`src/rtl/pmem_arbiter_rr_if.sv`:
```
// Bus bundle between pmem_arbiter_rr, its cache-line requesters and the physical memory port.
// master is the arbiter's view; slave is the requesters plus memory as seen from outside.
interface pmem_arbiter_rr_if #(
    parameter int NUM_PORTS = 2,
    parameter int ADDR_W    = 16,
    parameter int BLOCK_W   = 128
);
    logic [NUM_PORTS-1:0]         req_read;
    logic [NUM_PORTS-1:0]         req_write;
    logic [NUM_PORTS*ADDR_W-1:0]  req_address;
    logic [NUM_PORTS*BLOCK_W-1:0] req_wdata;
    logic [NUM_PORTS-1:0]         req_resp;
    logic [BLOCK_W-1:0]           req_rdata;

    logic                         pmem_read;
    logic                         pmem_write;
    logic [ADDR_W-1:0]            pmem_address;
    logic [BLOCK_W-1:0]           pmem_wdata;
    logic [BLOCK_W-1:0]           pmem_rdata;
    logic                         pmem_resp;

    modport master (
        input  req_read, req_write, req_address, req_wdata, pmem_rdata, pmem_resp,
        output req_resp, req_rdata, pmem_read, pmem_write, pmem_address, pmem_wdata
    );

    modport slave (
        output req_read, req_write, req_address, req_wdata, pmem_rdata, pmem_resp,
        input  req_resp, req_rdata, pmem_read, pmem_write, pmem_address, pmem_wdata
    );
endinterface

```
`src/rtl/pmem_arbiter_rr.sv`:
```
// N-port cache-line arbiter onto a single physical memory port, round-robin or fixed priority.
// Optional per-port grant/wait counters are built when PMEM_ARB_PERF_EN is defined.
module pmem_arbiter_rr #(
    parameter int NUM_PORTS = 2,
    parameter int ADDR_W    = 16,
    parameter int BLOCK_W   = 128,
    parameter int RR_MODE   = 1,
    localparam int IDX_W    = (NUM_PORTS > 1) ? $clog2(NUM_PORTS) : 1
) (
    input  logic             clk,
    input  logic             rst_n,
    pmem_arbiter_rr_if.master bus,
    output logic             busy,
    output logic [IDX_W-1:0] grant_id
`ifdef PMEM_ARB_PERF_EN
    ,
    output logic [NUM_PORTS*16-1:0] perf_grants,
    output logic [NUM_PORTS*16-1:0] perf_wait
`endif
);

    typedef enum logic [1:0] {
        IDLE   = 2'd0,
        ACCESS = 2'd1,
        DONE   = 2'd2
    } state_t;

    state_t              state_q, state_d;
    logic [IDX_W-1:0]    grant_q, grant_d;
    logic [IDX_W-1:0]    rr_ptr_q, rr_ptr_d;
    logic                op_write_q, op_write_d;
    logic [ADDR_W-1:0]   addr_q, addr_d;
    logic [BLOCK_W-1:0]  wdata_q, wdata_d;
    logic [BLOCK_W-1:0]  rdata_q, rdata_d;
    logic                busy_q, busy_d;

    logic [NUM_PORTS-1:0] pending;
    logic [IDX_W-1:0]     base_ptr;
    logic [IDX_W-1:0]     cand_idx [NUM_PORTS];
    logic [ADDR_W-1:0]    addr_arr [NUM_PORTS];
    logic [BLOCK_W-1:0]   wdata_arr [NUM_PORTS];
    logic                 win_found;
    logic [IDX_W-1:0]     win_idx;
    logic                 grant_now;

    assign pending   = bus.req_read | bus.req_write;
    assign base_ptr  = (RR_MODE != 0) ? rr_ptr_q : '0;
    assign grant_now = (state_q == IDLE) && win_found;

    // Candidate k is the port examined k-th, starting at the pointer and wrapping modulo NUM_PORTS.
    for (genvar gi = 0; gi < NUM_PORTS; gi++) begin : g_cand
        logic [IDX_W:0] sum;
        assign sum           = {1'b0, base_ptr} + (IDX_W+1)'(gi);
        assign cand_idx[gi]  = (sum >= (IDX_W+1)'(NUM_PORTS))
                             ? IDX_W'(sum - (IDX_W+1)'(NUM_PORTS))
                             : sum[IDX_W-1:0];
        assign addr_arr[gi]  = bus.req_address[gi*ADDR_W +: ADDR_W];
        assign wdata_arr[gi] = bus.req_wdata[gi*BLOCK_W +: BLOCK_W];
    end

    always_comb begin
        win_found = 1'b0;
        win_idx   = '0;
        for (int k = NUM_PORTS - 1; k >= 0; k--) begin
            if (pending[cand_idx[k]]) begin
                win_found = 1'b1;
                win_idx   = cand_idx[k];
            end
        end
    end

    // State register
    always_ff @(posedge clk or negedge rst_n) begin
        if (!rst_n) begin
            state_q    <= IDLE;
            grant_q    <= '0;
            rr_ptr_q   <= '0;
            op_write_q <= 1'b0;
            addr_q     <= '0;
            wdata_q    <= '0;
            rdata_q    <= '0;
            busy_q     <= 1'b0;
        end else begin
            state_q    <= state_d;
            grant_q    <= grant_d;
            rr_ptr_q   <= rr_ptr_d;
            op_write_q <= op_write_d;
            addr_q     <= addr_d;
            wdata_q    <= wdata_d;
            rdata_q    <= rdata_d;
            busy_q     <= busy_d;
        end
    end

    // Next-state logic
    always_comb begin
        state_d = state_q;
        case (state_q)
            IDLE:    if (win_found) state_d = ACCESS;
            ACCESS:  if (bus.pmem_resp) state_d = DONE;
            DONE:    state_d = IDLE;
            default: state_d = IDLE;
        endcase
    end

    // Request capture; a port asking for both read and write gets its write first.
    always_comb begin
        grant_d    = grant_q;
        rr_ptr_d   = rr_ptr_q;
        op_write_d = op_write_q;
        addr_d     = addr_q;
        wdata_d    = wdata_q;
        rdata_d    = rdata_q;
        if (grant_now) begin
            grant_d    = win_idx;
            op_write_d = bus.req_write[win_idx];
            addr_d     = addr_arr[win_idx];
            wdata_d    = wdata_arr[win_idx];
            if (RR_MODE != 0) begin
                rr_ptr_d = (win_idx == IDX_W'(NUM_PORTS - 1)) ? '0 : win_idx + 1'b1;
            end
        end
        if ((state_q == ACCESS) && bus.pmem_resp && !op_write_q) begin
            rdata_d = bus.pmem_rdata;
        end
        busy_d = (state_d != IDLE);
    end

    // Outputs decode straight from registers so reset drops the strobes without a clock.
    always_comb begin
        bus.pmem_read    = (state_q == ACCESS) && !op_write_q;
        bus.pmem_write   = (state_q == ACCESS) && op_write_q;
        bus.pmem_address = addr_q;
        bus.pmem_wdata   = wdata_q;
        bus.req_rdata    = rdata_q;
        bus.req_resp     = '0;
        if (state_q == DONE) begin
            bus.req_resp[grant_q] = 1'b1;
        end
        busy     = busy_q;
        grant_id = grant_q;
    end

`ifdef PMEM_ARB_PERF_EN
    // The granted port counts as served from its IDLE win through DONE, so it never accrues wait.
    for (genvar gi = 0; gi < NUM_PORTS; gi++) begin : g_perf
        logic [15:0] grants_q, grants_d;
        logic [15:0] wait_q, wait_d;
        logic        won_now;
        logic        served;

        always_comb begin
            won_now  = grant_now && (win_idx == IDX_W'(gi));
            served   = (state_q != IDLE) && (grant_q == IDX_W'(gi));
            grants_d = grants_q;
            wait_d   = wait_q;
            if (won_now && (grants_q != 16'hFFFF)) begin
                grants_d = grants_q + 16'd1;
            end
            if (pending[gi] && !won_now && !served && (wait_q != 16'hFFFF)) begin
                wait_d = wait_q + 16'd1;
            end
        end

        always_ff @(posedge clk or negedge rst_n) begin
            if (!rst_n) begin
                grants_q <= '0;
                wait_q   <= '0;
            end else begin
                grants_q <= grants_d;
                wait_q   <= wait_d;
            end
        end

        assign perf_grants[gi*16 +: 16] = grants_q;
        assign perf_wait[gi*16 +: 16]   = wait_q;
    end
`endif

endmodule

```
`src/flat_wrapper.sv`:
```
// flat-port wrapper written by rule: the top's interface ports become plain ports
module pmem_arbiter_rr_flat 
#(
    parameter int NUM_PORTS = 2,
    parameter int ADDR_W    = 16,
    parameter int BLOCK_W   = 128,
    parameter int RR_MODE   = 1,
    localparam int IDX_W    = (NUM_PORTS > 1) ? $clog2(NUM_PORTS) : 1
)
  (clk, rst_n, busy, grant_id, bus_req_read, bus_req_write, bus_req_address, bus_req_wdata, bus_pmem_rdata, bus_pmem_resp, bus_req_resp, bus_req_rdata, bus_pmem_read, bus_pmem_write, bus_pmem_address, bus_pmem_wdata);
  pmem_arbiter_rr_if #(.NUM_PORTS(NUM_PORTS), .ADDR_W(ADDR_W), .BLOCK_W(BLOCK_W)) bus_i ();
  input  logic clk;
  input  logic rst_n;
  output logic busy;
  output logic [IDX_W-1:0] grant_id;
  input wire logic [$bits(bus_i.req_read)-1:0] bus_req_read;
  input wire logic [$bits(bus_i.req_write)-1:0] bus_req_write;
  input wire logic [$bits(bus_i.req_address)-1:0] bus_req_address;
  input wire logic [$bits(bus_i.req_wdata)-1:0] bus_req_wdata;
  input wire logic [$bits(bus_i.pmem_rdata)-1:0] bus_pmem_rdata;
  input wire logic [$bits(bus_i.pmem_resp)-1:0] bus_pmem_resp;
  output wire logic [$bits(bus_i.req_resp)-1:0] bus_req_resp;
  output wire logic [$bits(bus_i.req_rdata)-1:0] bus_req_rdata;
  output wire logic [$bits(bus_i.pmem_read)-1:0] bus_pmem_read;
  output wire logic [$bits(bus_i.pmem_write)-1:0] bus_pmem_write;
  output wire logic [$bits(bus_i.pmem_address)-1:0] bus_pmem_address;
  output wire logic [$bits(bus_i.pmem_wdata)-1:0] bus_pmem_wdata;
  assign bus_i.req_read = bus_req_read;
  assign bus_i.req_write = bus_req_write;
  assign bus_i.req_address = bus_req_address;
  assign bus_i.req_wdata = bus_req_wdata;
  assign bus_i.pmem_rdata = bus_pmem_rdata;
  assign bus_i.pmem_resp = bus_pmem_resp;
  assign bus_req_resp = bus_i.req_resp;
  assign bus_req_rdata = bus_i.req_rdata;
  assign bus_pmem_read = bus_i.pmem_read;
  assign bus_pmem_write = bus_i.pmem_write;
  assign bus_pmem_address = bus_i.pmem_address;
  assign bus_pmem_wdata = bus_i.pmem_wdata;
  pmem_arbiter_rr #(.NUM_PORTS(NUM_PORTS), .ADDR_W(ADDR_W), .BLOCK_W(BLOCK_W), .RR_MODE(RR_MODE)) u_core (.clk(clk), .rst_n(rst_n), .bus(bus_i), .busy(busy), .grant_id(grant_id));
endmodule
```
`config.mk`:
```
export PLATFORM = sky130hd
export DESIGN_NAME = pmem_arbiter_rr_flat
export DESIGN_NICKNAME = d
export VERILOG_FILES = /design/src/rtl/pmem_arbiter_rr_if.sv /design/src/rtl/pmem_arbiter_rr.sv /design/src/flat_wrapper.sv
export SDC_FILE = /design/constraint.sdc
export NUM_CORES = 1
export LEC_CHECK = 0
export BUFFER_PORTS_ARGS = -buffer_cell sky130_fd_sc_hd__buf_2
export CAP_MARGIN = 20
export CORE_AREA = 5 5 272 274
export DETAILED_ROUTE_END_ITERATION = 8
export DIE_AREA = 0 0 277 279
export GPL_ROUTABILITY_DRIVEN = 0
export HOLD_SLACK_MARGIN = 0.06
export SLEW_MARGIN = 15
export SYNTH_ARGS = -nofsm -noshare
export SYNTH_HDL_FRONTEND = slang
export SYNTH_SLANG_ARGS = --single-unit
```
`constraint.sdc`:
```
create_clock -name clk -period 3.95 [get_ports clk]
set_clock_uncertainty 0.05 [all_clocks]
set_input_delay 0.5925 -clock clk [delete_from_list [all_inputs] [get_ports clk]]
set_output_delay 0.5925 -clock clk [all_outputs]
set_load 0.1 [all_outputs]
```
==> qor.txt <==
met3 wire length - 4950 um
Setup Buffers After CTS - 0
Die Y - 279 um
hold_ws - 176 ps
Reg-to-Reg Start - u_core.state_q[0]$_DFF_PN0_
r2r endpoint - u_core.bus.pmem_address[7]$_DFFE_PN0P_
min Tclk post-route - 2860 ps
fillers - 7542
Rows - 98
via count - 10042
CP Class - register to primary output
register bit total from synthesis - 278
Worst Hold End - u_core.bus.req_rdata[47]$_DFFE_PN0P_
synthesis-to-finish area growth - 48.8%
Hold Path Stages - 2
relative slew slack - 0.479
CTS tree - yes
Post-Synthesis Net Count - 1218
Final setup violation count - 0
Die Width - 277 um
Met2 Routed Length - 21900 um
Starting Density - 0.161
Worst EP required - 3310 ps
vias per cell - 4.11
Mapped Area - 11400 um^2
post-route ant nets - 0
total gr overflow - 0
cts repair resizes - 0
Critical-path top delay cell - nor3b_1
final-stage net count - 1892
YS warnings - 0
wire per inst - 18.5 um
antenna violations before repair - 9
total track usage - 0.109
Synth Instances - 795
Worst setup EP type - primary output
clock latency on the worst-skew pair - 590 ps
Synth top area share - 0.608
Max Cap Viol - 0
status - finished, final reports clean
DR top layer - met5
port bufs - 700
Total Wirelength - 45200 um
first-pass GRT wire length - 67600 um
critical path startpoint category - register
vias in the first global route - 10970
setup tns final - 0 ps
unrepaired setup endpoints after global routing - false
commonest non-fill, non-tap cell in the layout - buf_2
r2r setup slk - 1410 ps
top-level port count - 701
cts bufs inserted - 30
Detailed Routing Iterations Pass 1 - 5
final HPWL from detailed placement - 35000 um
share of cells above drive strength 1 - 0.603
post-synth cell types - 24
drt initial violations - 375
Slew Limit Fails - 0
mean post-synth cell area - 14.4 um^2
worst-path cell chain - nor3b_1, buf_2
Final Core Density - 0.240
clk buf depth - 3
Die Footprint - 77300 um^2
CP max FO - 4
DRT met1 WL - 16400 um
cell depth of the worst flop-to-flop path - 4
worst slew pin tran - 781 ps
final instance area - 17000 um^2
clock root buffer - clkbuf_16
Hold Vio Cnt, Final - 0
CP arrival - 2220 ps
most frequent cells in the layout - 699 x buf_2, 278 x dfrtp_1, 145 x a221o_1, 128 x mux2_2, 104 x a21boi_0
period utilization - 0.724
core area - 71100 um^2
register area share after synthesis - 0.608
CTS sink cnt - 278
WP buf/inv - 1
main area contributors after synthesis - dfrtp_1 61%, a221o_1 13%, mux2_2 13%
placed instance area - 16000 um^2
largest net degree at the start of global routing - 122
CP delay by family, top - simple AND/OR/NAND/NOR gates
Levels on crit path - 2
H-Tree Level Count - 1
Hold/Removal Path Class - input port to register
DRC viols - 0
Min-Delay Startpoint - bus_pmem_rdata[47]
clk slew on worst S/H paths - 70 ps
slowest cell delay on critical path - 640 ps
largest area contributor in the netlist - dfrtp_1
Max Fclk - 350 MHz
through the flow:
stage	worst slack [ps]	instances
2_1_floorplan	198	795
3_3_place_gp	1420	2386
3_5_place_dp	1430	2386
4_1_cts	788	2440
5_1_grt	780	2445
6_report	1090	2445
layer usage:
metal,vias to the layer above,GRT usage
met3,92,0.0399
met5,-,0
li1,4444,-
met4,6,0.0510
met1,4894,0.122
met2,606,0.185
worst max-delay path by stage:
stage | from | end | slack, ps
after detailed placement | u_core.state_q[0]$_DFF_PN0_ | u_core.bus.pmem_address[7]$_DFFE_PN0P_ | 1430
after global placement | u_core.state_q[0]$_DFF_PN0_ | bus_req_resp[0] | 1420
after floorplan | u_core.grant_id$_DFFE_PN0P_ | bus_req_resp[0] | 200
after CTS | u_core.state_q[0]$_DFF_PN0_ | bus_req_resp[0] | 790
final | u_core.state_q[1]$_DFF_PN0_ | bus_req_resp[0] | 1090
after global routing | u_core.state_q[1]$_DFF_PN0_ | bus_req_resp[0] | 780
cells by family after synthesis:
kind of cell / Yosys count / synth area share
buffers and inverters: 80 / 0.0350
multiplexers: 128 / 0.126
AO/OA/AOI/OAI: 294 / 0.224
AND/OR/NAND/NOR: 15 / 0.00743
flip-flops: 278 / 0.608
sequential cells by signal (all words and copies together) (netlist names):
signal                   flops
u_core.grant_id              1
u_core.state_q               2
u_core.bus.req_rdata       128
u_core.busy                  1
u_core.bus.pmem_wdata      128
u_core.base_ptr              1
u_core.op_write_q            1
u_core.bus.pmem_address     16
cells in the mapped netlist:
library cell,count
buf_6,1
buf_2,25
a21oi_1,1
a21boi_0,104
nand2_1,2
buf_1,1
a21boi_1,40
nor3b_1,1
o221a_2,1
o21ai_0,2
a21o_1,1
or4_4,1
and3_2,1
dfrtp_1,278
nor2_1,6
and3b_1,2
mux2_2,128
buf_8,4
nor3_1,1
clkbuf_1,46
inv_1,2
buf_12,1
nand2b_1,1
a221o_1,145
layout make-up:
class	count	area (um^2)	area share
clock inverter	6	70.1	0.00411
antenna	5	12.5	0.000735
timing repair buffer	720	3770	0.221
tap	950	1190	0.0698
inverter	2	7.51	0.000441
multi-input combinational	437	4120	0.242
sequential	278	6960	0.408
clock buffer	47	915	0.0537
repair_timing:
| item | 4_1_cts | 5_1_grt |
|---|---|---|
| hold buffers | 1 | 0 |
| hold endpoints to repair | 77 | 0 |
| setup endpoints to repair | 0 | 0 |
Power is left out: the tool's default activity adds up to more than one toggle a clock period on the data nets, which glitch-free logic cannot reach.
